--- config.mk ---
export PLATFORM = sky130hd
export DESIGN_NAME = rc4_task_sequencer
export DESIGN_NICKNAME = d
export VERILOG_FILES = /design/src/rtl/rc4_task_sequencer.sv
export SDC_FILE = /design/constraint.sdc
export NUM_CORES = 1
export LEC_CHECK = 0
export BUFFER_PORTS_ARGS = -buffer_cell sky130_fd_sc_hd__buf_2
export CAP_MARGIN = 20
export CORE_ASPECT_RATIO = 0.6
export CORE_MARGIN = 4
export CORE_UTILIZATION = 43
export CTS_CLUSTER_SIZE = 14
export DETAILED_ROUTE_END_ITERATION = 10
export PLACE_DENSITY = 0.82
export SKIP_LAST_GASP = 1
export SLEW_MARGIN = 5
export SYNTH_ARGS = -nofsm -noshare
export SYNTH_HDL_FRONTEND = slang
export SYNTH_SLANG_ARGS = --single-unit
--- constraint.sdc ---
create_clock -name clk -period 2.81 [get_ports clk]
set_clock_uncertainty 0.05 [all_clocks]
set_input_delay 0.562 -clock clk [delete_from_list [all_inputs] [get_ports clk]]
set_output_delay 0.562 -clock clk [all_outputs]
set_load 0.02 [all_outputs]
--- src/rtl/rc4_task_sequencer.sv ---
// RC4 task sequencer: runs init -> shuffle -> decrypt in order, muxes the active
// task onto the shared S-memory port and watches each task with a watchdog.
module rc4_task_sequencer #(
  parameter int unsigned TIMEOUT = 2048
) (
  input  logic       clk,
  input  logic       reset,
  input  logic       go,
  input  logic       abort,
  output logic       init_start,
  output logic       shuffle_start,
  output logic       decrypt_start,
  input  logic       init_done,
  input  logic       shuffle_done,
  input  logic       decrypt_done,
  input  logic [7:0] init_addr,
  input  logic [7:0] init_data,
  input  logic [7:0] shuffle_addr,
  input  logic [7:0] shuffle_data,
  input  logic [7:0] decrypt_addr,
  input  logic [7:0] decrypt_data,
  input  logic       init_wren,
  input  logic       shuffle_wren,
  input  logic       decrypt_wren,
  output logic [7:0] mem_addr,
  output logic [7:0] mem_data,
  output logic       mem_wren,
  output logic       busy,
  output logic       all_done,
  output logic       error,
  output logic [1:0] err_stage
);

  // Task states are encoded so their low two bits equal the err_stage code.
  localparam logic [2:0] ST_IDLE    = 3'd0;
  localparam logic [2:0] ST_INIT    = 3'd1;
  localparam logic [2:0] ST_SHUFFLE = 3'd2;
  localparam logic [2:0] ST_DECRYPT = 3'd3;
  localparam logic [2:0] ST_DONE    = 3'd4;
  localparam logic [2:0] ST_ERROR   = 3'd5;

  localparam logic [15:0] WDOG_LIMIT = 16'(TIMEOUT - 1);

  logic [2:0]  state_q, state_d;
  logic [15:0] wdog_q, wdog_d;
  logic [1:0]  err_stage_q, err_stage_d;
  logic        init_start_q, init_start_d;
  logic        shuffle_start_q, shuffle_start_d;
  logic        decrypt_start_q, decrypt_start_d;
  logic        active_done;

  // Completion flag of the task owning the current state; others are ignored.
  always_comb begin
    active_done = 1'b0;
    case (state_q)
      ST_INIT:    active_done = init_done;
      ST_SHUFFLE: active_done = shuffle_done;
      ST_DECRYPT: active_done = decrypt_done;
      default:    active_done = 1'b0;
    endcase
  end

  // Next state: abort beats everything, then done beats the watchdog.
  always_comb begin
    state_d     = state_q;
    wdog_d      = wdog_q;
    err_stage_d = err_stage_q;
    if (abort) begin
      state_d     = ST_IDLE;
      wdog_d      = 16'd0;
      err_stage_d = 2'b00;
    end else begin
      case (state_q)
        ST_IDLE, ST_DONE, ST_ERROR: begin
          if (go) begin
            state_d     = ST_INIT;
            wdog_d      = 16'd0;
            err_stage_d = 2'b00;
          end
        end
        ST_INIT, ST_SHUFFLE, ST_DECRYPT: begin
          if (active_done) begin
            wdog_d = 16'd0;
            case (state_q)
              ST_INIT:    state_d = ST_SHUFFLE;
              ST_SHUFFLE: state_d = ST_DECRYPT;
              default:    state_d = ST_DONE;
            endcase
          end else if (wdog_q == WDOG_LIMIT) begin
            state_d     = ST_ERROR;
            wdog_d      = 16'd0;
            err_stage_d = state_q[1:0];
          end else begin
            wdog_d = wdog_q + 16'd1;
          end
        end
        default: begin
          state_d = ST_IDLE;
          wdog_d  = 16'd0;
        end
      endcase
    end
  end

  // Start enables are registered copies of the next state so they track state exactly.
  always_comb begin
    init_start_d    = (state_d == ST_INIT);
    shuffle_start_d = (state_d == ST_SHUFFLE);
    decrypt_start_d = (state_d == ST_DECRYPT);
  end

  // State, watchdog, error stage and start registers.
  always_ff @(posedge clk or posedge reset) begin
    if (reset) begin
      state_q         <= ST_IDLE;
      wdog_q          <= 16'd0;
      err_stage_q     <= 2'b00;
      init_start_q    <= 1'b0;
      shuffle_start_q <= 1'b0;
      decrypt_start_q <= 1'b0;
    end else begin
      state_q         <= state_d;
      wdog_q          <= wdog_d;
      err_stage_q     <= err_stage_d;
      init_start_q    <= init_start_d;
      shuffle_start_q <= shuffle_start_d;
      decrypt_start_q <= decrypt_start_d;
    end
  end

  // Zero-latency memory mux driven by the registered state.
  always_comb begin
    mem_addr = 8'd0;
    mem_data = 8'd0;
    mem_wren = 1'b0;
    case (state_q)
      ST_INIT: begin
        mem_addr = init_addr;
        mem_data = init_data;
        mem_wren = init_wren;
      end
      ST_SHUFFLE: begin
        mem_addr = shuffle_addr;
        mem_data = shuffle_data;
        mem_wren = shuffle_wren;
      end
      ST_DECRYPT: begin
        mem_addr = decrypt_addr;
        mem_data = decrypt_data;
        mem_wren = decrypt_wren;
      end
      default: ;
    endcase
  end

  // Status outputs decoded from the registered state.
  always_comb begin
    busy          = (state_q == ST_INIT) || (state_q == ST_SHUFFLE) || (state_q == ST_DECRYPT);
    all_done      = (state_q == ST_DONE);
    error         = (state_q == ST_ERROR);
    err_stage     = err_stage_q;
    init_start    = init_start_q;
    shuffle_start = shuffle_start_q;
    decrypt_start = decrypt_start_q;
  end

endmodule

---- Word-level counts from Yosys, hierarchy flattened ----
Index checks and enable logic that the tools add are counted.
storage, ports and cells
  output and inout bits ................... 25
  register bits ........................... 24
  input bits .............................. 58
  logic and storage cells ................. 46
cells by class
  muxes and demuxes ....................... 20
  eq/ne operators ......................... 12
  $add $sub $neg .......................... 1
  reduce and logical (&&, ||, !) cells .... 7
operators by type and width
  kind                   count
  $mux 16                4
  $pmux 8 s3             2
  $pmux 16 s2            1
  $add 16x1->16 const B  1
  $eq 16x11->1 const B   1
  $eq 3x2->1 const B     4
  $mux 3                 4
  $pmux 3 s2             2
  $ne 3x3->1 const B     3
  $mux 2                 4
  $eq 3x1->1 const B     2
  $eq 3x3->1 const B     2
  $pmux 1 s3             2
  $reduce_or 3->1        2
  $pmux 2 s2             1
  $reduce_and 4->1       1
  $logic_not 3->1        1
  $reduce_bool 3->1      1
  $logic_or 1x1->1       2

---- Depth between registers and ports, before layout ----
Gate-level depths: netlist of run 1.
  depth in word-level cells ............... 6
  depth in mapped cells ................... 7
  depth with buffers taken out ............ 6

---- Worst setup path before layout of run 1 ----
No wires, ideal clock.
  path kind ............................... flip-flop to output port
  start point ............................. reg state_q[1]
  end point ............................... out mem_addr[3]
  path buffers ............................ 2
  slack ................................... 0.535 ns
  stages on the path, launching flop included .. 6
  arrival ................................. 1.663 ns
  data required time ...................... 2.198 ns
  cells stage by stage .................... dfrtp_1 buf_1 buf_1 mux2_2 a22oi_1 nor2_1
on the way
  cells in the longest elaborated chain, start to end .. 2
  elaborated cells on any way between the ends .. 4
  those cells by class .................... eq/ne: 3; mux: 1
ends and longest elaborated chain
  what                                             RTL line  text
  from (decl)                                      44        logic [2:0] state_q, state_d;
  from (signal assigned)                           122       state_q <= state_d;
  $eq 3x2->1 / $eq 3x1->1 (equally long branches)  136       case (state_q)
  $pmux 8 s3 *                                     136
  to (decl)                                        25        output logic [7:0] mem_addr,
Mark *: on every way between the ends. The rest lies on a longest branch, timed or not.

---- Worst setup path after layout of run 1 ----
  start point ............................. reg state_q[2]
  end point ............................... out error
on the way
  cells in the longest elaborated chain, start to end .. 1
ends and longest elaborated chain
  what        RTL line  text
  $eq 3x3->1  160       error = (state_q == ST_ERROR);
  to (decl)   30        output logic error,
Every way passes these cells.

==> flow_summary.ini, run 1 <==
[synth]
syn_area_per_cell_um2 = 8.255
synth_area_leaders = dfrtp_1 32%, mux2_2 11%, a22oi_1 6.8%, nor2_1 5.6%, a31oi_1 5.4%
yosys.area.top_type = dfrtp_1
synth_most_common_cell = nor2_1
synth_seq_area_share_pct = 32.19
synthesis.nets = 285
ys_warn_count = 0
ys_seq_elements = 24
synthDistinctLibCells = 44
synth_edf_count = 0
synth-async-reset-ratio_pct = 100.0
ys_top_cells_by_count = 28 x nor2_1, 24 x dfrtp_1, 18 x mux2_2
synth-main-ff-cell = dfrtp_1
synth_cells = 226
syn-cell-area_um2 = 1866
synth.top_cell.area_share_pct = 32.19

[timing]
slew_headroom_pct = 39.09
period_needed_ps = 2396
period_share_pct = 85.27
fin_ws_ps = 413.9
setup_violations = 0
rsz0062_at_grt = false
timing.fmax_ghz = 0.4173
tightest_slew_ps = 912.6
final_max_slew_viol_count = 0
tns_ps = 0
final-hold-violation-count = 0

[setup_path]
arrival_ps = 1780
slowest_delay_ps = 870
cp_top_family = flip-flops
path_class = flop to primary output
critPathSlowestCell = dfrtp_1
end_kind = primary output
path_max_fanout = 26
cp_data_required_time_ps = 2200
crit_chain = inv_1, nor3b_1, buf_2
cp_num_buf_inv = 2
start_kind = flop

[clock_tree]
cts_resized = 0
clk_latency_ps = 270
clock_path_buffers = 2
postCtsHoldBufs = 0
cts_max_level = 1
cts_buffers = 3
cts_tree = done
clk_pin_slew_ps = 80
clock_sinks = 24
cts_setup_buffers = 0
clockRootBuffer = clkbuf_8

[placed_design]
placed_area_um2 = 2336
place_ws_ps = 621.6
place_inst = 358
place_hpwl_mm = 4.097
io_buffers = 82
gp_congestion = 0.8765

[global_route]
grt_pass1_wl_mm = 8.286
overflow = 0
gr-usage-all-layers_pct = 18.64
grt_max_degree = 34
antenna_found_initial = 0
grt_pass1_vias = 1743

[floorplanning]
die_area_um2 = 5491
coreArea_um2 = 4144
io_pins = 83
initial_utilization_pct = 45.02
row_count = 18
chipHeight_um = 59.02
die_w_um = 93.04

[final_layout]
antenna_cells = 0
final_cell_area_um2 = 2377
drive_gt1_share_pct = 38.87
fin_cells = 361
area_growth_syn_to_layout_pct = 27.43
nNetsFinal = 362
fin_util_pct = 57.37
nFillCells = 402

[pwr]
vdd_drop_max_mv = 0.3034
powerDensity_nw_per_um2 = 374.2
static-leakage-power_nw = 1.121

[route]
avgViaCountPerCell = 5.546
dr.pass1.iters = 5
postRouteAntennaNets = 0
vias = 2002
wl_per_cell_um = 14.82
drcViolationCount = 0
wirelength_mm = 5.351
drtIter0Drc = 174

[run_status]
status = complete, no violations

[worst_hold_path]
hold_class = input port to asynchronous set/reset pin

[run]
maxCapViolations = 0
==> cells by family after synthesis <==
family,share of synthesized area (%)
AND/OR/NAND/NOR,24.88
adder cells (fa/ha/maj),0.6706
buffers and inverters,5.030
flip-flops,32.19
multiplexers,13.01
AO/OA/AOI/OAI,24.21
==> flip-flops by register name, summed over array words and instances (netlist names) <==
signal,count
err_stage,2
decrypt_start,1
wdog_q,16
state_q,3
init_start,1
shuffle_start,1
==> cell usage in the layout (no fill, tap or decap), drive strengths merged, types with 2 or more instances in the layout <==
cell and n:
a31oi 16, o21ai 8, inv 7, mux2 18
mux2i 4, a22oi 17, or3 4, nand3b 2
nand2 15, clkbuf 3, buf 89, nand3 11
or2 2, o22ai 2, nor2b 3, a21oi 9
nor4 2, nand4 5, a211oi 2, nand2b 5
dfrtp 24, nor2 28, o211ai 2, nor3 8
==> layout make-up <==
| class | count | area (um2) | area share, % |
|---|---|---|---|
| well taps | 60 | 75.07 | 3.158 |
| inverters | 7 | 26.28 | 1.105 |
| clock buffers | 3 | 41.29 | 1.737 |
| repair buffers | 89 | 462.9 | 19.47 |
| flip-flops and latches | 24 | 600.6 | 25.26 |
| multi-input cells | 178 | 1171 | 49.26 |
==> routing by layer <==
| layer | GRT usage (%) | vias to the layer above | share of wire (%) |
|---|---|---|---|
| li1 | - | 1002 | - |
| met1 | 28.47 | 934 | 45 |
| met2 | 27.74 | 66 | 48 |
| met3 | 3.807 | 0 | 6.6 |
| met4 | 2.923 | 0 | 0 |
| met5 | 0 | - | 0 |
==> worst paths after layout <==
kind / from / to / slack, ps / cells past startpoint
max: state_q[2]$_DFF_PP0_ / error / 410 / 3
min: reset / wdog_q[4]$_DFFE_PP0N_ / 430 / 2
max reg2reg: wdog_q[0]$_DFFE_PP0N_ / err_stage[0]$_DFFE_PP0P_ / 580 / 6
min reg2reg: wdog_q[6]$_DFFE_PP0N_ / wdog_q[6]$_DFFE_PP0N_ / 440 / 1
max in group asynchronous: reset / wdog_q[3]$_DFFE_PP0N_ / 1720 / 2
min in group clk: wdog_q[6]$_DFFE_PP0N_ / wdog_q[6]$_DFFE_PP0N_ / 440 / 1
==> through the flow <==
stage	power (W)	hold slack (ps)
finish	0.0008896	431.2
global route	0.0009312	453.4
CTS	0.0008952	435.0
detailed placement	0.0006894	423.6
global placement	0.0006834	416.5
floorplan	0.0005790	400.9
==> report_power, final <==
part	internal, W	switching (W)	leakage, nW
Combinational	0.000135	0.000185	0.768
Sequential	0.000355	0.00000841	0.331
Clock	0.0000961	0.000111	0.0216
(Power assumes the default switching activity.)
==> inputs of run 2 (changes only) <==
--- a/config.mk
+++ b/config.mk
@@ -9,10 +9,10 @@
 export CAP_MARGIN = 20
 export CORE_ASPECT_RATIO = 0.6
 export CORE_MARGIN = 4
-export CORE_UTILIZATION = 43
+export CORE_UTILIZATION = 30
 export CTS_CLUSTER_SIZE = 14
 export DETAILED_ROUTE_END_ITERATION = 10
-export PLACE_DENSITY = 0.82
+export PLACE_DENSITY = 0.63
 export SKIP_LAST_GASP = 1
 export SLEW_MARGIN = 5
 export SYNTH_ARGS = -nofsm -noshare
==> run 2 against run 1 <==
  * Maximum frequency fell by 4.9%
  * Setup slack got worse by 120 ps
  * Routed wire length rose by 4.4%
  * Non-clock buffer count fell by 1
  * Utilization fell by 16 points
  * Global-route usage fell by 3.8 points
  * Sequential cell count did not move
  * Worst hold slack got worse by 2.5 ps
  * First-iteration DRC count rose by 4.6%
  * Clock-buffer cell count rose by 1
  * Cell count rose by 5.5%
  * Critical path type unchanged
  * Critical endpoint is now mem_data[7]
  * Largest cell class unchanged
  * Largest power group unchanged
==> flow_summary.ini, run 2 (synthesis gave the netlist of run 1 again) <==
[run_status]
status = complete, no violations

[timing]
final_max_slew_viol_count = 0
setup_violations = 0
tns_ps = 0
tightest_slew_ps = 927.2
rsz0062_at_grt = false
period_needed_ps = 2519
slew_headroom_pct = 38.12
period_share_pct = 89.66
timing.fmax_ghz = 0.3969
final-hold-violation-count = 0

[floorplanning]
coreArea_um2 = 5807
row_count = 21
die_w_um = 109.8
die_area_um2 = 7585
chipHeight_um = 69.08
initial_utilization_pct = 32.13
io_pins = 83

[clock_tree]
clock_path_buffers = 2
clk_latency_ps = 270
cts_tree = done
clock_sinks = 24
clk_pin_slew_ps = 90
cts_max_level = 1
cts_resized = 0
clockRootBuffer = clkbuf_8
cts_buffers = 3
postCtsHoldBufs = 0
cts_setup_buffers = 0

[pwr]
vdd_drop_max_mv = 0.1619
static-leakage-power_nw = 1.123
powerDensity_nw_per_um2 = 383.2
p_total_w = 0.0009230

[setup_path]
start_kind = flop
rr_worst_depth = 6
cp_data_required_time_ps = 2200
arrival_ps = 1910
path_class = flop to primary output
end_kind = primary output
path_max_fanout = 27

[route]
drcViolationCount = 0
vias = 2021
wirelength_mm = 5.586
wl_per_cell_um = 14.66
drtIter0Drc = 182
dr.pass1.iters = 4
postRouteAntennaNets = 0
avgViaCountPerCell = 5.304

[final_layout]
nNetsFinal = 361
largest_reg_flops = 16
nFillCells = 591
drive_gt1_share_pct = 38.87
layout_common_cells = 82 x buf_2, 28 x nor2_1, 24 x dfrtp_1
area_growth_syn_to_layout_pct = 29.11
regMostFlops = wdog_q
antenna_cells = 0
layout_commonest_cell = buf_2

[placed_design]
io_buffers = 82
place_hpwl_mm = 4.306
gp_congestion = 0.7747

[worst_hold_path]
hold_class = input port to asynchronous set/reset pin

[global_route]
antenna_found_initial = 0
grt_max_degree = 32
grt_pass1_wl_mm = 9.294
gr-usage-all-layers_pct = 14.79
overflow = 0
grt_pass1_vias = 1811

[run]
maxCapViolations = 0
run 2: cell count changes in the layout (fill, tap and decap cells not counted), sizes merged:
cell | before | now
clkbuf | 3 | 4
buf | 89 | 88
run 2: power by group:
| part | switching [W] | total (W) | internal (W) | leakage [nW] |
|---|---|---|---|---|
| clock | 0.000114 | 0.000239 | 0.000125 | 0.0288 |
| combinational | 0.000185 | 0.000317 | 0.000133 | 0.763 |
| sequential | 0.0000115 | 0.000366 | 0.000355 | 0.331 |
run 2: per-stage QoR:
step	hold slack, ps	instance area (um2)	worst slack (ps)	instances	util, %
after global placement	413.0	2354	609.6	377	40.53
after floorplan	400.9	1866	535.3	226	-
final	428.7	2409	290.5	381	41.48
after global routing	450.4	2409	139.8	381	41.48
after detailed placement	420.2	2354	536.4	377	40.53
after CTS	432.3	2409	277.6	381	41.48
run 2: cell type report:
class / count / area [um2] / share of cell area, %
Timing Repair Buffer: 88 / 455.4 / 18.91
Clock buffer: 4 / 55.05 / 2.286
Sequential cell: 24 / 600.6 / 24.94
Multi-Input combinational cell: 178 / 1171 / 48.62
Tap cell: 80 / 100.1 / 4.156
Inverter: 7 / 26.28 / 1.091
run 2: worst max-delay path: stages (launching register included):
cell and delay [ps]:
dfrtp_1 500, buf_4 360, mux2_2 380, a22oi_1 160
nor2_1 50, buf_2 190
run 2: final timing paths:
check	start	to	slack (ps)
max	state_q[1]$_DFF_PP0_	mem_data[7]	290
min	reset	wdog_q[5]$_DFFE_PP0N_	430
max reg2reg	state_q[1]$_DFF_PP0_	shuffle_start$_DFF_PP0_	520
min reg2reg	wdog_q[6]$_DFFE_PP0N_	wdog_q[6]$_DFFE_PP0N_	430
max in group asynchronous	reset	wdog_q[10]$_DFFE_PP0N_	1710
min in group clk	wdog_q[6]$_DFFE_PP0N_	wdog_q[6]$_DFFE_PP0N_	430
run 2: layer usage:
metal | share of wire (%) | up-vias | GRT usage [%]
met5 | 0 | - | 0
met4 | 0.47 | 0 | 1.660
met3 | 7.9 | 4 | 3.545
met2 | 44 | 71 | 20.97
met1 | 47 | 951 | 23.02
li1 | - | 995 | -
==> inputs of run 3 (changes only) <==
--- a/config.mk
+++ b/config.mk
@@ -5,6 +5,7 @@
 export SDC_FILE = /design/constraint.sdc
 export NUM_CORES = 1
 export LEC_CHECK = 0
+export ABC_AREA = 1
 export BUFFER_PORTS_ARGS = -buffer_cell sky130_fd_sc_hd__buf_2
 export CAP_MARGIN = 20
 export CORE_ASPECT_RATIO = 0.6
@@ -12,7 +13,7 @@
 export CORE_UTILIZATION = 30
 export CTS_CLUSTER_SIZE = 14
 export DETAILED_ROUTE_END_ITERATION = 10
-export PLACE_DENSITY = 0.63
+export PLACE_DENSITY = 0.64
 export SKIP_LAST_GASP = 1
 export SLEW_MARGIN = 5
 export SYNTH_ARGS = -nofsm -noshare
==> run 3 against run 2 <==
  * Total power shrank 5.1%
  * Via count shrank 0.49%
  * Combinational power shrank 15%
  * Setup slack lost 89 ps
  * Synthesized cell count grew 17%
  * Highest routed layer is now met3
  * Routed wire length shrank 9.1%
  * First-iteration DRC count shrank 41%
  * Die area shrank 6.3%
  * Utilization shrank 0.61 points
  * Global-route usage shrank 0.70 points
  * Clock-buffer cell count is the same
==> flow_summary.ini, run 3 <==
[synth]
synth-async-reset-ratio_pct = 100.0
synth_edf_count = 0
synth_area_leaders = dfrtp_1 35%, nand3_1 18%, nand2_1 14%, nor2_1 7.1%, inv_1 4.3%
synth_seq_area_share_pct = 34.58
ys_warn_count = 0
yosys.area.top_type = dfrtp_1
ys_seq_elements = 24
synthDistinctLibCells = 27
synth.top_cell.area_share_pct = 34.58
synth_cells = 264
synth_most_common_cell = nand2_1
syn-cell-area_um2 = 1737
ys_top_cells_by_count = 67 x nand2_1, 64 x nand3_1, 33 x nor2_1
syn_area_per_cell_um2 = 6.578
synth-main-ff-cell = dfrtp_1
synthesis.nets = 323

[route]
wirelength_mm = 5.078
drcViolationCount = 0
dr.pass1.iters = 4
vias = 2011
drtIter0Drc = 108
postRouteAntennaNets = 0
wl_per_cell_um = 12.00
avgViaCountPerCell = 4.754

[setup_path]
path_common_cell = nand3_1
cp_data_required_time_ps = 2200
path_class = flop to primary output
path_max_fanout = 23
crit_chain = inv_2, nor2_1, buf_4, nand3_1, nand3_1, buf_2
cp_num_buf_inv = 3
start_kind = flop
end_kind = primary output
cp_top_family = buffers and inverters
arrival_ps = 2000
critPathSlowestCell = dfrtp_1
slowest_delay_ps = 460

[timing]
period_needed_ps = 2608
final_max_slew_viol_count = 0
period_share_pct = 92.81
tightest_slew_ps = 647.4
tns_ps = 0
rsz0062_at_grt = false
setup_violations = 0
slew_headroom_pct = 56.79
final-hold-violation-count = 0
timing.fmax_ghz = 0.3834

[run]
maxCapViolations = 0

[clock_tree]
clockRootBuffer = clkbuf_8
clock_sinks = 24
clock_path_buffers = 2
clk_pin_slew_ps = 80
cts_resized = 0
clk_latency_ps = 260
cts_tree = done
cts_buffers = 3
cts_setup_buffers = 0
postCtsHoldBufs = 0
cts_max_level = 1

[floorplanning]
coreArea_um2 = 5597
io_pins = 83
initial_utilization_pct = 31.03
die_area_um2 = 7110
row_count = 21
die_w_um = 106.2
chipHeight_um = 66.94

[final_layout]
regMostFlops = wdog_q
drive_gt1_share_pct = 29.15
largest_reg_flops = 16
fin_cells = 423
layout_commonest_cell = buf_2
nNetsFinal = 403
area_growth_syn_to_layout_pct = 31.70
nFillCells = 570
layout_common_cells = 82 x buf_2, 67 x nand2_1, 64 x nand3_1
antenna_cells = 0

[global_route]
grt_max_degree = 25
gr-usage-all-layers_pct = 14.09
grt_pass1_vias = 1763
antenna_found_initial = 0
overflow = 0
grt_pass1_wl_mm = 8.245

[pwr]
p_total_w = 0.0008755
vdd_drop_max_mv = 0.2521
static-leakage-power_nw = 1.249
powerDensity_nw_per_um2 = 382.8

[placed_design]
gp_congestion = 0.7933
place_inst = 418
io_buffers = 82
place_hpwl_mm = 4.039

[worst_hold_path]
hold_class = input port to asynchronous set/reset pin

[run_status]
status = complete, no violations
==> run 3: through the flow <==
step	utilization [%]	setup WS, ps	area, um2	hold slack, ps
floorplan	-	858.8	1737	417.1
global placement	39.39	511.7	2205	436.6
detailed placement	39.39	503.7	2205	442.4
CTS	40.38	198.8	2260	462.1
global route	40.87	25.21	2287	146.1
finish	40.87	202.0	2287	139.9
==> run 3: metal layers <==
| metal | global-route usage (%) | share of wire [%] | wire length (um) | vias to the layer above |
|---|---|---|---|---|
| met5 | 0 | 0 | 0 | - |
| met4 | 1.454 | 0 | 0 | 0 |
| met3 | 3.582 | 5.4 | 272 | 0 |
| met2 | 19.64 | 44 | 2226 | 48 |
| met1 | 21.92 | 51 | 2578 | 933 |
| li1 | - | - | - | 1030 |
==> run 3: worst paths after layout <==
path                            slack [ps]  cells after the start                      from                       end
max in group asynchronous             2200                      3                     reset  err_stage[0]$_DFFE_PP0P_
worst max register to register         750                      9      state_q[1]$_DFF_PP0_    wdog_q[10]$_DFFE_PP0N_
min in group clk                       450                      2  err_stage[1]$_DFFE_PP0P_  err_stage[1]$_DFFE_PP0P_
worst min register to register         450                      2  err_stage[1]$_DFFE_PP0P_  err_stage[1]$_DFFE_PP0P_
worst max-delay path                   200                      6      state_q[1]$_DFF_PP0_               mem_addr[5]
worst min-delay path                   140                      2                     reset   shuffle_start$_DFF_PP0_
==> run 3: cells by family (layout without fill, tap and decap cells) <==
group	Yosys count	in the layout	share of synthesized area (%)
AOI/OAI and AO/OA	14	14	4.179
xor gates and xnor gates	7	7	3.530
adders and majority gates	1	1	0.7203
buffers and inverters	34	113	8.285
DFF	24	24	34.58
and+or+nand+nor	184	184	48.70
==> run 3: final cells by class <==
| type | count | area, um2 | area share [%] |
|---|---|---|---|
| Clock buffer | 4 | 55.05 | 2.407 |
| Inverter | 25 | 93.84 | 4.103 |
| Multi-Input combinational cell | 206 | 992.2 | 43.38 |
| Sequential cell | 24 | 600.6 | 26.26 |
| Tap cell | 80 | 100.1 | 4.376 |
| Timing Repair Buffer | 84 | 445.4 | 19.47 |
==> run 3: power by group <==
part           switching, W  internal (W)
clock              0.000107      0.000125
combinational      0.000174     0.0000945
sequential        0.0000151      0.000360
total              0.000296      0.000579
